`src/rtl/mips_pkg.sv`:
```
// mips_pkg: opcode, host-command and sequencer-state definitions shared by
// exec_control and the debug unit.
package mips_pkg;

    localparam int SIZEOP = 6;

    localparam logic [SIZEOP-1:0] OP_HALT = 6'b111111;
    localparam logic [SIZEOP-1:0] OP_NOP  = 6'b111000;

    localparam logic [1:0] CMD_RUN   = 2'b00;
    localparam logic [1:0] CMD_STEP  = 2'b01;
    localparam logic [1:0] CMD_CLEAR = 2'b10;
    localparam logic [1:0] CMD_ABORT = 2'b11;

    typedef enum logic [2:0] {
        ST_IDLE,
        ST_RUN,
        ST_STEP,
        ST_DRAIN,
        ST_HALTED,
        ST_CLEAR
    } exec_state_e;

endpackage

```
`src/rtl/exec_control_sat_counter.sv`:
```
// sat_counter: enabled up-counter that sticks at all-ones; clear has priority
// over enable.
module sat_counter #(
    parameter int W = 32
) (
    input  logic         clk_i,
    input  logic         rst_n_i,
    input  logic         en_i,
    input  logic         clr_i,
    output logic [W-1:0] count_o
);

    logic [W-1:0] count_q, count_d;

    always_comb begin
        count_d = count_q;
        if (clr_i)
            count_d = '0;
        else if (en_i && count_q != {W{1'b1}})
            count_d = count_q + W'(1);
    end

    always_ff @(posedge clk_i or negedge rst_n_i) begin
        if (!rst_n_i)
            count_q <= '0;
        else
            count_q <= count_d;
    end

    assign count_o = count_q;

endmodule

```
`src/rtl/exec_control.sv`:
```
// exec_control: run/step sequencer for the MIPS pipeline. Gates pipeline and
// PC enables from host commands, drains the pipeline after HALT in decode.
module exec_control
    import mips_pkg::*;
#(
    parameter int SIZEOP       = 6,
    parameter int CYCLE_W      = 32,
    parameter int DRAIN_CYCLES = 3
) (
    input  logic               i_clk,
    input  logic               i_rst_n,
    input  logic               i_cmd_valid,
    input  logic [1:0]         i_cmd,
    output logic               o_cmd_ready,
    input  logic               i_id_valid,
    input  logic [SIZEOP-1:0]  i_id_opcode,
    output logic               o_pipe_en,
    output logic               o_pc_en,
    output logic               o_if_kill,
    output logic               o_flush,
    output logic               o_halted,
    output logic               o_done,
    output logic [CYCLE_W-1:0] o_cycle_count
);

    localparam int DW = ($clog2(DRAIN_CYCLES) > 0) ? $clog2(DRAIN_CYCLES) : 1;
    localparam logic [SIZEOP-1:0] HALT_OP = SIZEOP'(OP_HALT);

    exec_state_e   state_q, state_d;
    logic [DW-1:0] drain_q, drain_d;
    logic          done_q, done_d;
    logic          accept, halt_seen;

    assign o_cmd_ready = state_q == ST_IDLE || state_q == ST_RUN || state_q == ST_HALTED;
    assign o_pipe_en   = state_q == ST_RUN || state_q == ST_STEP || state_q == ST_DRAIN;
    assign o_pc_en     = state_q == ST_RUN || state_q == ST_STEP;
    assign o_if_kill   = state_q == ST_DRAIN;
    assign o_flush     = state_q == ST_CLEAR;
    assign o_halted    = state_q == ST_HALTED;
    assign o_done      = done_q;

    assign accept    = i_cmd_valid && o_cmd_ready;
    assign halt_seen = i_id_valid && i_id_opcode == HALT_OP;

    always_comb begin
        state_d = state_q;
        drain_d = drain_q;
        done_d  = 1'b0;
        case (state_q)
            ST_IDLE:
                if (accept)
                    state_d = i_cmd == CMD_RUN   ? ST_RUN   :
                              i_cmd == CMD_STEP  ? ST_STEP  :
                              i_cmd == CMD_CLEAR ? ST_CLEAR : ST_IDLE;
            ST_RUN:
                if (accept && i_cmd == CMD_ABORT) begin
                    state_d = ST_IDLE;
                end else if (halt_seen) begin
                    state_d = ST_DRAIN;
                    drain_d = DW'(DRAIN_CYCLES - 1);
                end
            ST_STEP:
                if (halt_seen) begin
                    state_d = ST_DRAIN;
                    drain_d = DW'(DRAIN_CYCLES - 1);
                end else begin
                    state_d = ST_IDLE;
                end
            ST_DRAIN:
                if (drain_q == '0) begin
                    state_d = ST_HALTED;
                    done_d  = 1'b1;
                end else begin
                    drain_d = drain_q - DW'(1);
                end
            ST_HALTED:
                if (accept && i_cmd == CMD_CLEAR)
                    state_d = ST_CLEAR;
            ST_CLEAR:
                state_d = ST_IDLE;
            default:
                state_d = ST_IDLE;
        endcase
    end

    always_ff @(posedge i_clk or negedge i_rst_n) begin
        if (!i_rst_n) begin
            state_q <= ST_IDLE;
            drain_q <= '0;
            done_q  <= 1'b0;
        end else begin
            state_q <= state_d;
            drain_q <= drain_d;
            done_q  <= done_d;
        end
    end

    sat_counter #(.W(CYCLE_W)) u_cycles (
        .clk_i   (i_clk),
        .rst_n_i (i_rst_n),
        .en_i    (o_pipe_en),
        .clr_i   (o_flush),
        .count_o (o_cycle_count)
    );

endmodule
```
`config.mk`:
```
export PLATFORM = sky130hd
export DESIGN_NAME = exec_control
export DESIGN_NICKNAME = d
export VERILOG_FILES = /design/src/rtl/mips_pkg.sv /design/src/rtl/exec_control_sat_counter.sv /design/src/rtl/exec_control.sv
export SDC_FILE = /design/constraint.sdc
export NUM_CORES = 1
export LEC_CHECK = 0
export CORE_UTILIZATION = 71
export CTS_BUF_LIST = sky130_fd_sc_hd__clkbuf_2 sky130_fd_sc_hd__clkbuf_4 sky130_fd_sc_hd__clkbuf_8
export DETAILED_ROUTE_END_ITERATION = 12
export DONT_BUFFER_PORTS = 1
export PLACE_DENSITY = 0.95
export SLEW_MARGIN = 25
export SYNTH_ARGS = -nofsm -noshare
export SYNTH_HDL_FRONTEND = slang
export SYNTH_HIERARCHICAL = 1
export SYNTH_SLANG_ARGS = --single-unit
export TNS_END_PERCENT = 20
```
`constraint.sdc`:
```
create_clock -name i_clk -period 5.44 [get_ports i_clk]
set_input_delay 1.088 -clock i_clk [delete_from_list [all_inputs] [get_ports i_clk]]
set_output_delay 1.088 -clock i_clk [all_outputs]
set_load 0.01 [all_outputs]
```
==> run summary <==
Seq pwr share - 0.476
Register area share after synthesis - 0.4113
Number of global-route vias before repair - 1730
Crit path time final - 2.761 ns
Psw - 301.8 µW
Mux cell area share after synthesis - 0.03517
Post-CTS Setup Inserts - 0
Synth warnings - 6
Wire length per cell - 16.46 µm
Post-route setup TNS - 0 ns
Layout cells sized above 1 - 0.1155
Pin count of the biggest net entering global routing - 42
Yosys cell types - 52
Most frequent cells in the layout - 38 x dfrtp_1, 32 x nor2_1, 15 x nand3_1
Mapped Cells - 252
Synth Area in Simple Gates - 0.2976
Hold Vio Cnt, Final - 0
FP Rows - 20
Overflow after GRT - 0
Synth Area in XOR/XNOR - 0.05303
Footprint of the multi-input gates - 0.001269 mm²
Arrival @ worst endpoint - 3.00 ns
Final Max Slew Viols - 0
Max VDD drop - 0.2784 mV
Synth area leaders - dfrtp_1 41%, nor2_1 5.2%, xnor2_1 4.2%
Startpoint Class - flip-flop
Status - finished, final reports clean
CTS buffer count - 5
Layout fillers - 221
Iter 0 DRT Violations - 151
Placed cells - 287
H-tree depth - 2
Yosys top cell area share - 0.4113
EDFF count, synth - 0
Vias - 1891
Port Buffers - 0
Chip height - 59.07 µm
Area added between synthesis and finish - 4.059%
Syn_area_per_cell - 9.175 µm²
Layout Cells excl Fill - 295
Nets@finish - 264
CTS tree - done
DRT Pass-1 Iters - 4
Number of diodes - 0
Total GRT Usage - 0.3049
Die area - 0.003489 mm²
Crit Path Max Fanout - 19
Main flop type after synthesis - dfrtp_1
RSZ-0062 raised after global routing - false
Via density - 6.410
Relative slew slack - 0.5433
Initial Util - 0.7512
Worst-path clk slew - 0.12 ns
Most common cell after layout, fill and taps aside - dfrtp_1
Core area - 0.003078 mm²
Post-CTS resize count - 0
DRC Markers - 0
Mapped cell area - 0.002312 mm²
Layout Skew - 0.01358 ns
First-pass GRT wire length - 7.935 mm
Post-Synth Adder-Cell Area - 0.01082
Register cell area after layout - 950.9 µm²
Sw frac - 0.3578
Clock Latency Late Sink - 0.35 ns
Leading area contributor after synthesis - dfrtp_1
Comb pwr share - 0.287
Root buf cell - clkbuf_4
Compound-Gate Fraction of Synth Area - 0.1521
Clock Power Share - 0.237
Final WL - 4.855 mm
Pwr Density - 350.5 mW/mm²
Tcrit/Tclk final - 0.5076
Worst slew pin tran - 0.6794 ns
Leakage - 1.025 nW
Net Count, Synth - 266
Final HPWL DP - 3.427 mm
Initial antenna violation count - 0
Sink Count - 38
Largest family of logic cells by synthesized area - simple AND/OR/NAND/NOR gates
Max clock buf depth - 2
Max-Cap Viols - 0
Final setup viols - 0
Crit end category - flip-flop
IO Pins - 51
Critical path class - flip-flop to flip-flop
Ys async rst share - 1.000
Die width - 59.07 µm
F_max - 362.1 MHz
Hold_buf cts - 0
Routed Antenna Nets - 0
Worst min-delay path class - primary input to asynchronous set/reset pin
Synthesis-stage register bit count - 38
Crit path required time - 5.68 ns
Cell Int Power - 541.6 µW
Gpl congestion - 0.9041
[metal layers]
layer,up-vias,routed length (µm),track usage
li1,902,-,-
met1,898,2074,0.3793
met2,77,2310,0.4838
met3,14,365,0.1004
met4,0,104,0.1361
met5,-,0,0
[worst paths after layout]
| check | slack, ns | cells past startpoint | endpoint | from |
|---|---|---|---|---|
| worst max-delay path | 2.68 | 7 | u_cycles/count_o[31] | state_q[0] |
| worst min-delay path | 0.41 | 0 | u_cycles/count_o[14] | i_rst_n |
| worst max register to register | 2.68 | 7 | u_cycles/count_o[31] | state_q[0] |
| worst min register to register | 0.49 | 1 | drain_q[0] | drain_q[0] |
| max in group asynchronous | 4.94 | 0 | u_cycles/count_o[8] | i_rst_n |
| min in group i_clk | 0.49 | 1 | drain_q[0] | drain_q[0] |
[metrics by stage]
stage / util / hold slack [ns] / cell area (µm²) / power (mW) / setup WS (ns)
after global placement: 0.7549 / 0.4564 / 2323 / 0.6316 / 2.824
final: 0.7817 / 0.4083 / 2406 / 0.8434 / 2.679
after detailed placement: 0.7549 / 0.4696 / 2323 / 0.6431 / 2.708
after global routing: 0.7817 / 0.3923 / 2406 / 0.8921 / 2.464
after floorplan: - / 0.4396 / 2312 / 0.5993 / 3.185
after CTS: 0.7817 / 0.4113 / 2406 / 0.8419 / 2.696
[power by group through the flow]
| stage | logic [mW] | registers [mW] | clock network [mW] |
|---|---|---|---|
| after global placement | 0.229 | 0.403 | 0 |
| after detailed placement | 0.237 | 0.406 | 0 |
| after floorplan | 0.218 | 0.381 | 0 |
| after global routing | 0.266 | 0.411 | 0.215 |
| final | 0.242 | 0.401 | 0.200 |
| after CTS | 0.240 | 0.401 | 0.201 |
[synthesized netlist by cell type, types with 5 or more instances]
cell	instances
nand4_1	7
o21ai_0	8
xnor2_1	11
a21oi_1	14
clkbuf_1	5
or3_1	5
nor2_1	32
and2_1	5
inv_1	11
nand2_1	13
nor2b_1	6
a211oi_1	5
nand3_1	15
mux2_2	5
and3_1	8
dfrtp_1	38
[cell families after synthesis]
group | after synthesis
xor+xnor | 14
fa+ha+maj | 2
simple gates | 120
mux | 7
flops | 38
buf+inv | 21
compound gates | 50
[flip-flops by register name (all words and copies together) (netlist names)]
register,flops
o_done,1
drain_q,2
state_q,3
u_cycles/count_o,32
[cell type report]
class                      count  area share
tap                           44     0.02288
sequential                    38      0.3952
clock inverter                 1     0.01248
multi-input combinational    193      0.5273
timing repair buffer           1    0.003120
clock buffer                   7     0.02184
inverter                      11     0.01716
[critical path: stages, from the launching register on]
cell,delay (ns)
dfrtp_1,0.55
nor2_1,0.17
nor2_1,0.43
and3_1,0.32
nand4_1,0.11
a21o_1,0.35
nor4_1,0.35
mux2_2,0.38
No activity file was read; power rests on OpenSTA's default activity.
